===== src/rtl/mem_stage.sv =====
// Memory-access pipeline stage: passes ALU ops straight to the MEM/WB register,
// runs loads/stores through a variable-latency request/ack handshake with timeout abort.
module mem_stage #(
  parameter int DW      = 16,
  parameter int AW      = 8,
  parameter int PCW     = 8,
  parameter int RW      = 3,
  parameter int TIMEOUT = 15
) (
  input  logic           clk,
  input  logic           reset,
  input  logic           ex_valid,
  output logic           ex_ready,
  input  logic [DW-1:0]  ex_alu,
  input  logic [DW-1:0]  ex_sdata,
  input  logic [PCW-1:0] ex_pc1,
  input  logic [2:0]     ex_vsel,
  input  logic [RW-1:0]  ex_rd,
  input  logic           ex_wreg,
  input  logic           ex_load,
  input  logic           ex_store,
  output logic           mem_req,
  output logic           mem_we,
  output logic [AW-1:0]  mem_addr,
  output logic [DW-1:0]  mem_wdata,
  input  logic [DW-1:0]  mem_rdata,
  input  logic           mem_ack,
  output logic           mem_err,
  output logic           wb_valid,
  output logic [DW-1:0]  wb_alu,
  output logic [DW-1:0]  wb_mdata,
  output logic [PCW-1:0] wb_pc1,
  output logic [2:0]     wb_vsel,
  output logic [RW-1:0]  wb_rd,
  output logic           wb_wreg
);

  typedef enum logic {IDLE, ACCESS} state_t;

  state_t state, state_next;
  logic [7:0]     wait_cnt;
  logic           transfer, is_mem_op, complete, abort;

  logic [DW-1:0]  cap_alu;
  logic [PCW-1:0] cap_pc1;
  logic [2:0]     cap_vsel;
  logic [RW-1:0]  cap_rd;
  logic           cap_wreg;
  logic           cap_load;

  assign ex_ready  = (state == IDLE);
  assign transfer  = ex_valid && ex_ready;
  assign is_mem_op = ex_load || ex_store;

  always_ff @(posedge clk) begin
    if (reset) state <= IDLE;
    else       state <= state_next;
  end

  // Ack takes priority over the timeout when both land on the same edge.
  always_comb begin
    state_next = state;
    complete   = 1'b0;
    abort      = 1'b0;
    case (state)
      IDLE: begin
        if (transfer && is_mem_op) state_next = ACCESS;
      end
      ACCESS: begin
        if (mem_ack) begin
          complete   = 1'b1;
          state_next = IDLE;
        end else if (wait_cnt == 8'(TIMEOUT - 1)) begin
          abort      = 1'b1;
          state_next = IDLE;
        end
      end
      default: state_next = IDLE;
    endcase
  end

  always_ff @(posedge clk) begin
    if (reset) begin
      wait_cnt  <= '0;
      mem_req   <= 1'b0;
      mem_we    <= 1'b0;
      mem_addr  <= '0;
      mem_wdata <= '0;
      mem_err   <= 1'b0;
      wb_valid  <= 1'b0;
      wb_alu    <= '0;
      wb_mdata  <= '0;
      wb_pc1    <= '0;
      wb_vsel   <= '0;
      wb_rd     <= '0;
      wb_wreg   <= 1'b0;
      cap_alu   <= '0;
      cap_pc1   <= '0;
      cap_vsel  <= '0;
      cap_rd    <= '0;
      cap_wreg  <= 1'b0;
      cap_load  <= 1'b0;
    end else begin
      mem_err  <= 1'b0;
      wb_valid <= 1'b0;
      if (state == IDLE) begin
        wait_cnt <= '0;
        if (transfer && is_mem_op) begin
          cap_alu   <= ex_alu;
          cap_pc1   <= ex_pc1;
          cap_vsel  <= ex_vsel;
          cap_rd    <= ex_rd;
          cap_wreg  <= ex_wreg;
          cap_load  <= ex_load && !ex_store;
          mem_req   <= 1'b1;
          mem_we    <= ex_store;
          mem_addr  <= ex_alu[AW-1:0];
          mem_wdata <= ex_sdata;
        end else if (transfer) begin
          wb_valid <= 1'b1;
          wb_alu   <= ex_alu;
          wb_mdata <= '0;
          wb_pc1   <= ex_pc1;
          wb_vsel  <= ex_vsel;
          wb_rd    <= ex_rd;
          wb_wreg  <= ex_wreg;
        end
      end else begin
        wait_cnt <= wait_cnt + 8'd1;
        if (complete || abort) begin
          mem_req  <= 1'b0;
          mem_err  <= abort;
          wb_valid <= 1'b1;
          wb_alu   <= cap_alu;
          wb_pc1   <= cap_pc1;
          wb_vsel  <= cap_vsel;
          wb_rd    <= cap_rd;
          // A timed-out op is squashed so write-back never commits it.
          wb_wreg  <= complete ? cap_wreg : 1'b0;
          wb_mdata <= (complete && cap_load) ? mem_rdata : '0;
        end
      end
    end
  end

endmodule


===== config.mk =====
export PLATFORM = sky130hd
export DESIGN_NAME = mem_stage
export DESIGN_NICKNAME = d
export VERILOG_FILES = /design/src/rtl/mem_stage.sv
export SDC_FILE = /design/constraint.sdc
export NUM_CORES = 1
export LEC_CHECK = 0
export ABC_AREA = 1
export CAP_MARGIN = 20
export CORE_ASPECT_RATIO = 0.7
export CORE_MARGIN = 5
export CORE_UTILIZATION = 48
export DETAILED_ROUTE_END_ITERATION = 8
export HOLD_SLACK_MARGIN = 0.06
export PLACE_DENSITY_LB_ADDON = 0.2
export SLEW_MARGIN = 5
export SYNTH_ARGS = -nofsm -noshare
export SYNTH_HDL_FRONTEND = slang
export SYNTH_SLANG_ARGS = --single-unit

===== constraint.sdc =====
create_clock -name clk -period 1.68 [get_ports clk]
set_clock_uncertainty 0.05 [all_clocks]
set_input_delay 0.168 -clock clk [delete_from_list [all_inputs] [get_ports clk]]
set_output_delay 0.168 -clock clk [all_outputs]
set_load 0.005 [all_outputs]

# Word-level counts from Yosys, hierarchy flattened
# Index checks and enable logic that the tools add are counted.
[totals]
regBits = 116
latch_bits = 0
ram_bits = 0
romBits = 0
in_bits = 69
out_inout_bits = 76
elab_cells = 82
mem_count = 0
[classes]
addsub = 1
mul = 0
div_mod_pow = 0
order_cmp = 0
eq_ne = 3
n_shift = 0
n_mux = 42
bitwise_logic = 2
reduce_logical = 14
[ops]
columns = ["op", "n"]
rows = [
  ["$mux W16", 9],
  ["$mux W8", 4],
  ["$mux W3", 8],
  ["$mux W1", 20],
  ["$add A8 B1 Y8 const B", 1],
  ["$eq A8 B4 Y1 const B", 1],
  ["$logic_and A1 B1 Y1", 4],
  ["$reduce_and A2 Y1", 2],
  ["$reduce_bool A2 Y1", 2],
  ["$reduce_and A3 Y1", 1],
  ["$reduce_or A3 Y1", 1],
  ["$logic_or A1 B1 Y1", 2],
  ["$ne A2 B1 Y1 const B", 1],
  ["$ne A2 B2 Y1 const B", 1],
  ["$not A1 Y1", 2],
  ["$pmux W1 S2", 1],
  ["$reduce_or A2 Y1", 1],
  ["$logic_not A1 Y1", 1],
]

# Longest topological paths before layout
# Gate-level depths: netlist of run 1.
[logic_depth]
word_depth = 7
depth_mapped = 11
ltp_nobuf = 9

# Least setup slack after synthesis of run 1
# Ideal clock, no wire load.
[synth_timing]
kind = "reg-to-reg"
startpoint = "register wait_cnt[0]"
endpoint = "register wb_alu[10]"
setup_time_ns = 0.113
arrival_ns = 1.318
t_required_ns = 1.517
path_slack_ns = 0.199
stages_incl_launch_ff = 11
n_path_buf = 2
synth_period_minus_slack_ns = 1.481
path_cell_list = "dfxtp_1 -> inv_1 -> ha_1 -> nand3_2 -> inv_2 -> nand3_2 -> nand3_2 -> buf_12 -> buf_8 -> a21oi_2 -> nor2_2"
[synth_via]
elab_chain_cells = 7
[synth_rtl]
columns = ["element", "line", "rtl"]
rows = [
  ["from (decl)", "41", "logic [7:0] wait_cnt;"],
  ["from (signal assigned)", "129", "wait_cnt <= wait_cnt + 8'd1;"],
  ["$eq A8 B4 Y1", "73", "end else if (wait_cnt == 8'(TIMEOUT - 1)) begin"],
  ["$mux W1", "73", ""],
  ["$mux W1", "70", "if (mem_ack) begin"],
  ["$mux W1", "65", "case (state)"],
  ["$logic_or A1 B1 Y1", "130", "if (complete || abort) begin"],
  ["$ne A2 B1 Y1 (no line)", "-", ""],
  ["$reduce_and A3 Y1 (no line)", "-", ""],
  ["to (signal assigned)", "121", "wb_alu <= ex_alu;"],
  ["to (signal assigned)", "134", "wb_alu <= cap_alu;"],
  ["to (decl)", "30", "output logic [DW-1:0] wb_alu,"],
]
# No other way between the ends.
# A chain may end at the register's enable or synchronous reset.

# Worst setup path in the final report of run 1
[layout_timing]
startpoint = "register wait_cnt[0]"
endpoint = "register wb_mdata[7]"
[layout_via]
elab_chain_cells = 7
[layout_rtl]
columns = ["element", "line", "rtl"]
rows = [
  ["$eq A8 B4 Y1", "73", ""],
  ["$mux W1", "73", ""],
  ["$mux W1", "70", ""],
  ["$mux W1", "65", ""],
  ["$logic_or A1 B1 Y1", "130", ""],
  ["$ne A2 B1 Y1 (no line)", "-", ""],
  ["$reduce_and A3 Y1 (no line)", "-", ""],
  ["to (signal assigned)", "140", "wb_mdata <= (complete && cap_load) ? mem_rdata : '0;"],
  ["to (decl)", "31", "output logic [DW-1:0] wb_mdata,"],
]
# No other way between the ends.

==> results of run 1 <==
## worst paths after layout
kind | startpoint | to | slack, ns | cells past startpoint
worst max-delay path | wait_cnt[0]$_SDFF_PP0_ | wb_mdata[7]$_SDFFE_PP0P_ | 0.08 | 10
worst min-delay path | reset | wb_valid$_SDFF_PP0_ | 0.17 | 2
worst max register to register | wait_cnt[0]$_SDFF_PP0_ | wb_mdata[7]$_SDFFE_PP0P_ | 0.08 | 10
worst min register to register | wait_cnt[0]$_SDFF_PP0_ | wait_cnt[0]$_SDFF_PP0_ | 0.40 | 1
## area by class of cell
type | count | area (sq um)
clock buffer | 13 | 250
clock inverter | 2 | 35.0
fill | 873 | 3420
inverter | 16 | 60.1
multi-input combinational | 429 | 2330
sequential | 108 | 2160
tap | 132 | 165
timing repair buffer | 169 | 1770
## critical path: stages (launching register included)
cell and delay, ns:
dfxtp_2 0.34, inv_1 0.07, ha_2 0.20, nand3_4 0.08
inv_2 0.06, nand3_2 0.09, nand3_4 0.14, buf_12 0.21
nand3_1 0.09, nand2_1 0.08, nor2_1 0.05
## kinds of logic after synthesis
group                    synth area share, %
adder cells (fa/ha/maj)                0.507
AO/OA/AOI/OAI                           14.2
buffers and inverters                   9.56
flip-flops                              43.8
multiplexers                            6.09
AND/OR/NAND/NOR                         25.8
## placed cells by master, fill, tap and decap left out
master,n
ha_1,1
nor2_1,47
nor3_1,3
buf_2,1
clkbuf_1,3
o21ai_4,1
inv_1,14
nor2_4,2
dfxtp_2,2
clkbuf_8,1
nor3b_1,1
a21oi_1,64
a21oi_2,39
o21ai_0,5
nand3_1,97
bufinv_16,1
clkdlybuf4s50_1,143
nand2_2,3
ha_2,1
and3_1,1
inv_2,2
dfxtp_1,106
mux2i_1,30
nand2_1,119
nor2_2,11
buf_4,13
clkbuf_16,9
buf_12,12
o21bai_1,1
nand3_4,2
nand3_2,1
clkinv_2,1
## sequential cells by signal, summed over array words and instances, names as in the netlist, 3 cells and up
signal     cells
wb_rd          3
mem_wdata     16
cap_pc1        8
mem_addr       7
wait_cnt       8
cap_alu        9
wb_pc1         8
cap_vsel       3
wb_alu        16
wb_mdata      16
cap_rd         3
wb_vsel        3
## per-layer routing
layer / vias up / part of all wire [%]
li1: 2271 / -
met1: 2120 / 44
met2: 157 / 46
met3: 21 / 8.4
met4: 0 / 1.6
met5: - / 0
## per-stage QoR
step	hold slack, ns	power, W	setup slack (ns)
floorplan	0.196	0.00362	0.199
global placement	0.393	0.00424	0.0414
detailed placement	0.402	0.00428	0.0198
CTS	0.161	0.00633	0.0117
global route	0.161	0.00657	0.00958
finish	0.173	0.00629	0.0843
## timing repair
action | in CTS | in global routing
setup buffers | 0 | 0
resized for setup | 0 | 3
endpoints found under the setup margin | 0 | 29
## power groups by stage
stage | Sequential (W) | Clock, W | Combinational [W]
after global placement | 0.00292 | 0 | 0.00133
final | 0.00287 | 0.00207 | 0.00135
after global routing | 0.00289 | 0.00221 | 0.00147
after detailed placement | 0.00293 | 0 | 0.00135
after CTS | 0.00287 | 0.00210 | 0.00136
after floorplan | 0.00291 | 0 | 0.000705
==> flow_summary.toml, run 1 <==
[power_and_ir_drop]
peakVddDrop_mv = 0.541
swShare_pct = 25.6
power.density_mw_per_mm2 = 927
p_leak_nw = 2.55
p_int_w = 0.00468
p_switching_w = 0.00161
pwr-share-comb_pct = 21.5
p_seq_share_pct = 45.6
clock_power_share_pct = 32.9

[cells_and_area]
instances_no_fill = 869
nets = 804
area_delta_synth_final_pct = 37.4
diodes = 0
utilization_pct = 66.5
layout-drive-gt1-share_pct = 13.8
fin_area_sq_mm = 0.00678

[global_route]
grt-ovfl-total = 0
grt-busiest-layer = "met2"
met1_usage_pct = 26.5
grt_pass1_vias = 4403
antenna_found_initial = 0
grt_max_degree = 46
grt_pass1_wl_um = 21400
use_met3_pct = 7.88
grtUsageMet2_pct = 33.5
groute.usage.overall_pct = 21.1

[detailed_routing]
drc = 0
finalWirelength_um = 13300
drtIter0Drc = 251
ant_nets = 0
viasPerCell = 5.26
wl_per_cell_um = 15.3
first_pass_iters = 5
vias = 4569

[logic_synthesis]
syn_area_sq_mm = 0.00493
yosys_most_used_dff = "dfxtp_1"
synthTopCellsByCount = "nand2_1 (121), dfxtp_1 (108), nand3_1 (97), a21oi_1 (64), nor2_1 (47)"
yosys_warnings = 0
syn_nets = 683
synth_top_area_share_pct = 43.8
yosysUniqueCellTypes = 27
yosysSeqAreaShare_pct = 43.8
synth.most_common_cell = "nand2_1"
yosys_register_bits = 108
synth_area_per_cell_sq_um = 8.06
synth_edf_count = 0
synth_cells = 612
synth_area_leader_cell = "dfxtp_1"
synthTopCellsByArea = "dfxtp_1 (44%), nand3_1 (9.8%), nand2_1 (9.2%)"
async_flop_share_pct = 0

[placement]
place_hpwl_um = 9400
postPlaceCellArea_sq_mm = 0.00648
dp.cells = 854
portBuffers = 144
place_congestion = 0.800

[floorplanning]
rows = 31
die-area_sq_mm = 0.0124
die_x_um = 131
core_region_area_sq_mm = 0.0102
initial_core_util_pct = 48.4
die_y_um = 94.8
io_pins = 145

[clock_network]
cts_root_buffer = "clkbuf_16"
cts_inserted_buffers = 9
cts_tree = "done"
h-tree-depth = 3
hold_buffers = 0
insertion_delay_ns = 0.34
clock_path_buffers = 2
cts.sinks = 108
clk_pin_slew_ns = 0.06

[sta]
worst_pin_slew_ns = 0.403
setup-violations-final = 0
layout_min_cycle_time_ns = 1.60
drv_slew = 0
hold_viol = 0
tns_ns = 0
period_share_pct = 95.0
max-slew-margin-rel_pct = 73.2
fmax_mhz = 627
rsz0062_at_grt = "no"

[critical_path]
worstSetupPathType = "flop to flop"
end_kind = "flop"
worstPathArrival_ns = 1.78
required_ns = 1.86
startpoint_type = "flop"
crit_fanout = 32

[min_path]
min-delay-path-class = "input pin to flop"

[flow_run]
cap_violations = 0

[status]
status = "finished, final reports clean"
(Power assumes the default switching activity.)
==> run 2: changes to the inputs <==
--- a/config.mk
+++ b/config.mk
@@ -8,7 +8,7 @@
 export ABC_AREA = 1
 export CAP_MARGIN = 20
 export CORE_ASPECT_RATIO = 0.7
-export CORE_MARGIN = 5
+export CORE_MARGIN = 8
 export CORE_UTILIZATION = 48
 export DETAILED_ROUTE_END_ITERATION = 8
 export HOLD_SLACK_MARGIN = 0.06
==> run 2 against run 1 <==
Net effect:
- die area rose by 11%
- count of clock-buffer cells in the layout fell by 3
- cell count rose by 0.69%
==> flow_summary.toml, run 2 (synthesized netlist as in run 1, its figures left out) <==
[cells_and_area]
utilization_pct = 67.8
n_fill_cell = 841
layout_commonest_cell = "clkdlybuf4s50_1"
diodes = 0
area_delta_synth_final_pct = 39.7
nets = 810
instances_no_fill = 875
reg.largest.list = "mem_wdata (16), wb_alu (16), wb_mdata (16)"
layout-drive-gt1-share_pct = 14.9
final_cell_mix = "clkdlybuf4s50_1 (143), nand2_1 (119), dfxtp_1 (106)"

[sta]
setup_ws_ns = 0.0587
drv_slew = 0
tns_ns = 0
hold_viol = 0
period_share_pct = 96.5
setup-violations-final = 0
layout_min_cycle_time_ns = 1.62
rsz0062_at_grt = "no"
max-slew-margin-rel_pct = 75.0
worst_pin_slew_ns = 0.374
fmax_mhz = 617

[placement]
dp.cells = 851
place_congestion = 0.818
place_hpwl_um = 9740
portBuffers = 144
dp_slack_ns = -0.0416

[floorplanning]
die-area_sq_mm = 0.0138
initial_core_util_pct = 48.6
io_pins = 145
rows = 31
die_y_um = 101
core_region_area_sq_mm = 0.0102
die_x_um = 137

[detailed_routing]
dr_wl_met3_um = 1330
drc = 0
wl_met1_um = 6100
top_layer_used = "met4"
wl_met2_um = 6870
drtIter0Drc = 266
wl_per_cell_um = 16.6
ant_nets = 0
finalWirelength_um = 14600
first_pass_iters = 5
viasPerCell = 5.32
vias = 4652

[critical_path]
r2r-end = "wb_mdata[2]$_SDFFE_PP0P_"
rrSetupSlack_ns = 0.10
required_ns = 1.46
end_kind = "output pin"
slowest_delay_ns = 0.52
worstPathArrival_ns = 1.40
worstSetupPathType = "flop to output pin"
r2r_cells = 10
cp_cell_sequence = "inv_2 -> clkdlybuf4s50_1"
slowest_stage = "clkdlybuf4s50_1"
crit_fanout = 6
startpoint_type = "flop"
r2r-start = "wait_cnt[0]$_SDFF_PP0_"

[clock_network]
insertion_delay_ns = 0.35
h-tree-depth = 3
cts_root_buffer = "clkbuf_16"
clk_pin_slew_ns = 0.07
cts_inserted_buffers = 9
cts_tree = "done"
cts.sinks = 108
clock_path_buffers = 2

[min_path]
min-delay-path-class = "input pin to flop"
hp-start = "reset"
hold_path_depth = 4
hold_end = "wait_cnt[7]$_SDFF_PP0_"

[power_and_ir_drop]
power.density_mw_per_mm2 = 920
p_total_w = 0.00634
p_leak_nw = 2.62
peakVddDrop_mv = 0.613

[global_route]
groute.usage.overall_pct = 20.0
grt_pass1_wl_um = 22400
grt_max_degree = 49
grt_pass1_vias = 4532
grt-ovfl-total = 0
antenna_found_initial = 0

[status]
status = "finished, final reports clean"

[flow_run]
cap_violations = 0
## run 2: changes by cell type in the layout (fill, tap and decap cells not counted), moves of 2 or more
cell,before,now
clkinv_2,1,3
buf_12,12,9
clkbuf_1,3,0
clkbuf_16,9,13
buf_6,0,4
## run 2: routing by layer
layer	track usage (%)	vias up
met5	0	-
li1	-	2290
met4	5.41	0
met3	7.27	19
met2	33.2	144
met1	23.9	2199
## run 2: worst max-delay path, delay by kind of cell (launching register included)
family	cells	cell delay, ns
flops	1	0.39
buf+inv	2	0.66
## run 2: worst max path at each step
stage / from / endpoint / slack, ns
2_1_floorplan: wait_cnt[0]$_SDFF_PP0_ / wb_alu[10]$_SDFFE_PP0P_ / 0.20
3_3_place_gp: ex_load / wb_alu[8]$_SDFFE_PP0P_ / 0.04
3_5_place_dp: ex_valid / cap_rd[1]$_SDFFE_PP0P_ / -0.04
4_1_cts: state$_SDFF_PP0_ / ex_ready / 0.05
5_1_grt: wait_cnt[0]$_SDFF_PP0_ / wb_alu[11]$_SDFFE_PP0P_ / 0.004
6_report: state$_SDFF_PP0_ / ex_ready / 0.06
## run 2: per-stage QoR
step                hold slack, ns  instance area, sq um
global placement             0.386                  6420
detailed placement           0.392                  6420
finish                       0.164                  6890
CTS                          0.152                  6720
global route                 0.184                  6890
floorplan                    0.196                  4930
## run 2: layout make-up
type                    count  area, sq um  area share [%]
inverters                  16         60.1           0.871
well taps                 132          165            2.40
clock buffers              10          239            3.47
multi-input cells         429         2320            33.7
flip-flops and latches    108         2160            31.4
repair buffers            175         1890            27.4
clock inverters             5         52.6           0.762
## run 2: power by group
group          switching [W]  total [W]  internal [W]
sequential          0.000123    0.00287       0.00275
combinational       0.000620    0.00137      0.000752
clock               0.000921    0.00210       0.00118
total                0.00166    0.00634       0.00468
## run 2: what timing repair did
action / in CTS / in global routing
hold buffers: 0 / 0
endpoints found under the setup margin: 0 / 13
buffers inserted: 0 / 1
resized for setup: 0 / 3
==> run 3: changes to the inputs <==
--- a/config.mk
+++ b/config.mk
@@ -6,10 +6,9 @@
 export NUM_CORES = 1
 export LEC_CHECK = 0
 export ABC_AREA = 1
-export CAP_MARGIN = 20
 export CORE_ASPECT_RATIO = 0.7
 export CORE_MARGIN = 8
-export CORE_UTILIZATION = 48
+export CORE_UTILIZATION = 51
 export DETAILED_ROUTE_END_ITERATION = 8
 export HOLD_SLACK_MARGIN = 0.06
 export PLACE_DENSITY_LB_ADDON = 0.2
==> constraint.sdc (replaced) <==
create_clock -name clk -period 2.1 [get_ports clk]
set_clock_uncertainty 0.05 [all_clocks]
set_input_delay 0.315 -clock clk [delete_from_list [all_inputs] [get_ports clk]]
set_output_delay 0.315 -clock clk [all_outputs]
set_load 0.005 [all_outputs]
==> run 3 against run 2 <==
Net effect:
- combinational power down 26%
- sequential cell count is the same
- worst setup slack gained 0.084 ns
- die area shrank 5.1%
- first-iteration DRC count increased by 48%
- clock power is 22% lower
- hold slack gained 0.0092 ns
- cell count shrank 1.9%
- utilization increased by 1.6 points
- global-route usage grew 0.93 points
- count of clock-buffer cells in the layout up 2
- largest power group unchanged
==> flow_summary.toml, run 3 (synthesized netlist as in run 1, its figures left out) <==
[global_route]
grt_pass1_wl_um = 22600
groute.usage.overall_pct = 21.0
antenna_found_initial = 0
grt_max_degree = 63
grt_pass1_vias = 4416
grt-ovfl-total = 0

[clock_network]
hold_buffers = 0
h-tree-depth = 3
cts.sinks = 108
clk_pin_slew_ns = 0.07
insertion_delay_ns = 0.35
cts.repair.resized = 0
cts_root_buffer = "clkbuf_16"
postCtsSetupRepairBufs = 0
cts_tree = "done"
cts_inserted_buffers = 9
clock_path_buffers = 2

[floorplanning]
die_x_um = 134
die_y_um = 98.3
io_pins = 145
rows = 30
initial_core_util_pct = 51.8
core_region_area_sq_mm = 0.00953
die-area_sq_mm = 0.0131

[power_and_ir_drop]
p_int_w = 0.00362
p_leak_nw = 2.47
peakVddDrop_mv = 0.551
clock_power_share_pct = 33.0
p_switching_w = 0.00134
swShare_pct = 27.0
pwr-share-comb_pct = 20.6
p_seq_share_pct = 46.4
power.density_mw_per_mm2 = 750

[cells_and_area]
utilization_pct = 69.4
final_cell_mix = "clkdlybuf4s50_1 (143), nand2_1 (119), dfxtp_1 (107)"
layout-drive-gt1-share_pct = 13.0
nets = 796
n_fill_cell = 827
reg.largest.list = "mem_wdata (16), wb_alu (16), wb_mdata (16)"
diodes = 0
layout_commonest_cell = "clkdlybuf4s50_1"
area_delta_synth_final_pct = 34.2

[critical_path]
worstPathArrival_ns = 1.59
worstSetupPathType = "flop to output pin"
startpoint_type = "flop"
crit_fanout = 13
cp_cell_sequence = "inv_2 -> clkdlybuf4s50_1"
end_kind = "output pin"
slowest_delay_ns = 0.63
rrSetupSlack_ns = 0.44
path_buf_inv = 2
cp_top_family = "flip-flops"
required_ns = 1.74
slowest_stage = "dfxtp_2"

[sta]
worst_pin_slew_ns = 0.473
tns_ns = 0
period_share_pct = 93.2
rsz0062_at_grt = "no"
setup-violations-final = 0
layout_min_cycle_time_ns = 1.96
hold_viol = 0
fmax_mhz = 511
drv_slew = 0
max-slew-margin-rel_pct = 68.4

[placement]
place_hpwl_um = 9710
place_congestion = 0.775
portBuffers = 144

[detailed_routing]
drc = 0
ant_nets = 0
finalWirelength_um = 13800
wl_per_cell_um = 16.1
drtIter0Drc = 395
vias = 4524
viasPerCell = 5.27
first_pass_iters = 7

[min_path]
min-delay-path-class = "input pin to flop"

[flow_run]
cap_violations = 0

[status]
status = "finished, final reports clean"
==> run 3: cell types whose count changed in the layout (fill, tap and decap cells not counted), sizes merged <==
cell / delta
inv: +1
bufinv: -1
clkinv: -2
clkbuf: -2
clkinvlp: +1
buf: -10
==> run 3: path summary, 6_finish.rpt <==
kind / depth (start not counted) / endpoint / startpoint
worst max-delay path: 2 / ex_ready / state$_SDFF_PP0_
worst max register to register: 6 / wb_alu[9]$_SDFFE_PP0P_ / state$_SDFF_PP0_
worst min-delay path: 2 / cap_pc1[7]$_SDFFE_PP0P_ / reset
worst min register to register: 2 / cap_wreg$_SDFFE_PP0P_ / cap_wreg$_SDFFE_PP0P_
==> run 3: layout make-up <==
type	instances	area [sq um]	area share, %
clock inverters	4	32.5	0.491
inverters	16	60.1	0.907
well taps	128	160	2.42
flip-flops and latches	108	2160	32.7
multi-input cells	429	2320	35.1
repair buffers	161	1630	24.6
clock buffers	12	256	3.87
==> run 3: power by group through the flow <==
stage | combinational [W] | clock [W] | sequential, W
after floorplan | 0.000564 | 0 | 0.00233
after global placement | 0.00101 | 0 | 0.00234
after detailed placement | 0.00103 | 0 | 0.00235
after CTS | 0.00103 | 0.00167 | 0.00230
after global routing | 0.00112 | 0.00175 | 0.00232
final | 0.00102 | 0.00164 | 0.00230
==> run 3: layer usage <==
layer / vias up / track usage [%] / wire length, um
met1: 2113 / 25.4 / 6140
met3: 11 / 7.95 / 1180
li1: 2250 / - / -
met4: 0 / 4.64 / 111
met2: 150 / 34.6 / 6380
met5: - / 0 / 0
==> run 3: worst reg2reg max path, delay by kind of cell, from the launching register on <==
| family | cells | cell delay [ns] |
|---|---|---|
| flip-flops | 1 | 0.63 |
| buffers and inverters | 2 | 0.46 |
| AND/OR/NAND/NOR | 3 | 0.30 |
| AO/OA/AOI/OAI | 1 | 0.12 |
==> run 3: per-stage QoR <==
| step | setup slack, ns | hold slack, ns | instances | total power (W) | instance area, sq um |
|---|---|---|---|---|---|
| final | 0.143 | 0.173 | 858 | 0.00496 | 6620 |
| after global routing | 0.0741 | 0.180 | 858 | 0.00519 | 6620 |
| after CTS | 0.117 | 0.156 | 858 | 0.00501 | 6620 |
| after detailed placement | 0.174 | 0.402 | 842 | 0.00337 | 6330 |
| after global placement | 0.229 | 0.387 | 842 | 0.00335 | 6330 |
| after floorplan | 0.619 | 0.343 | 612 | 0.00290 | 4930 |
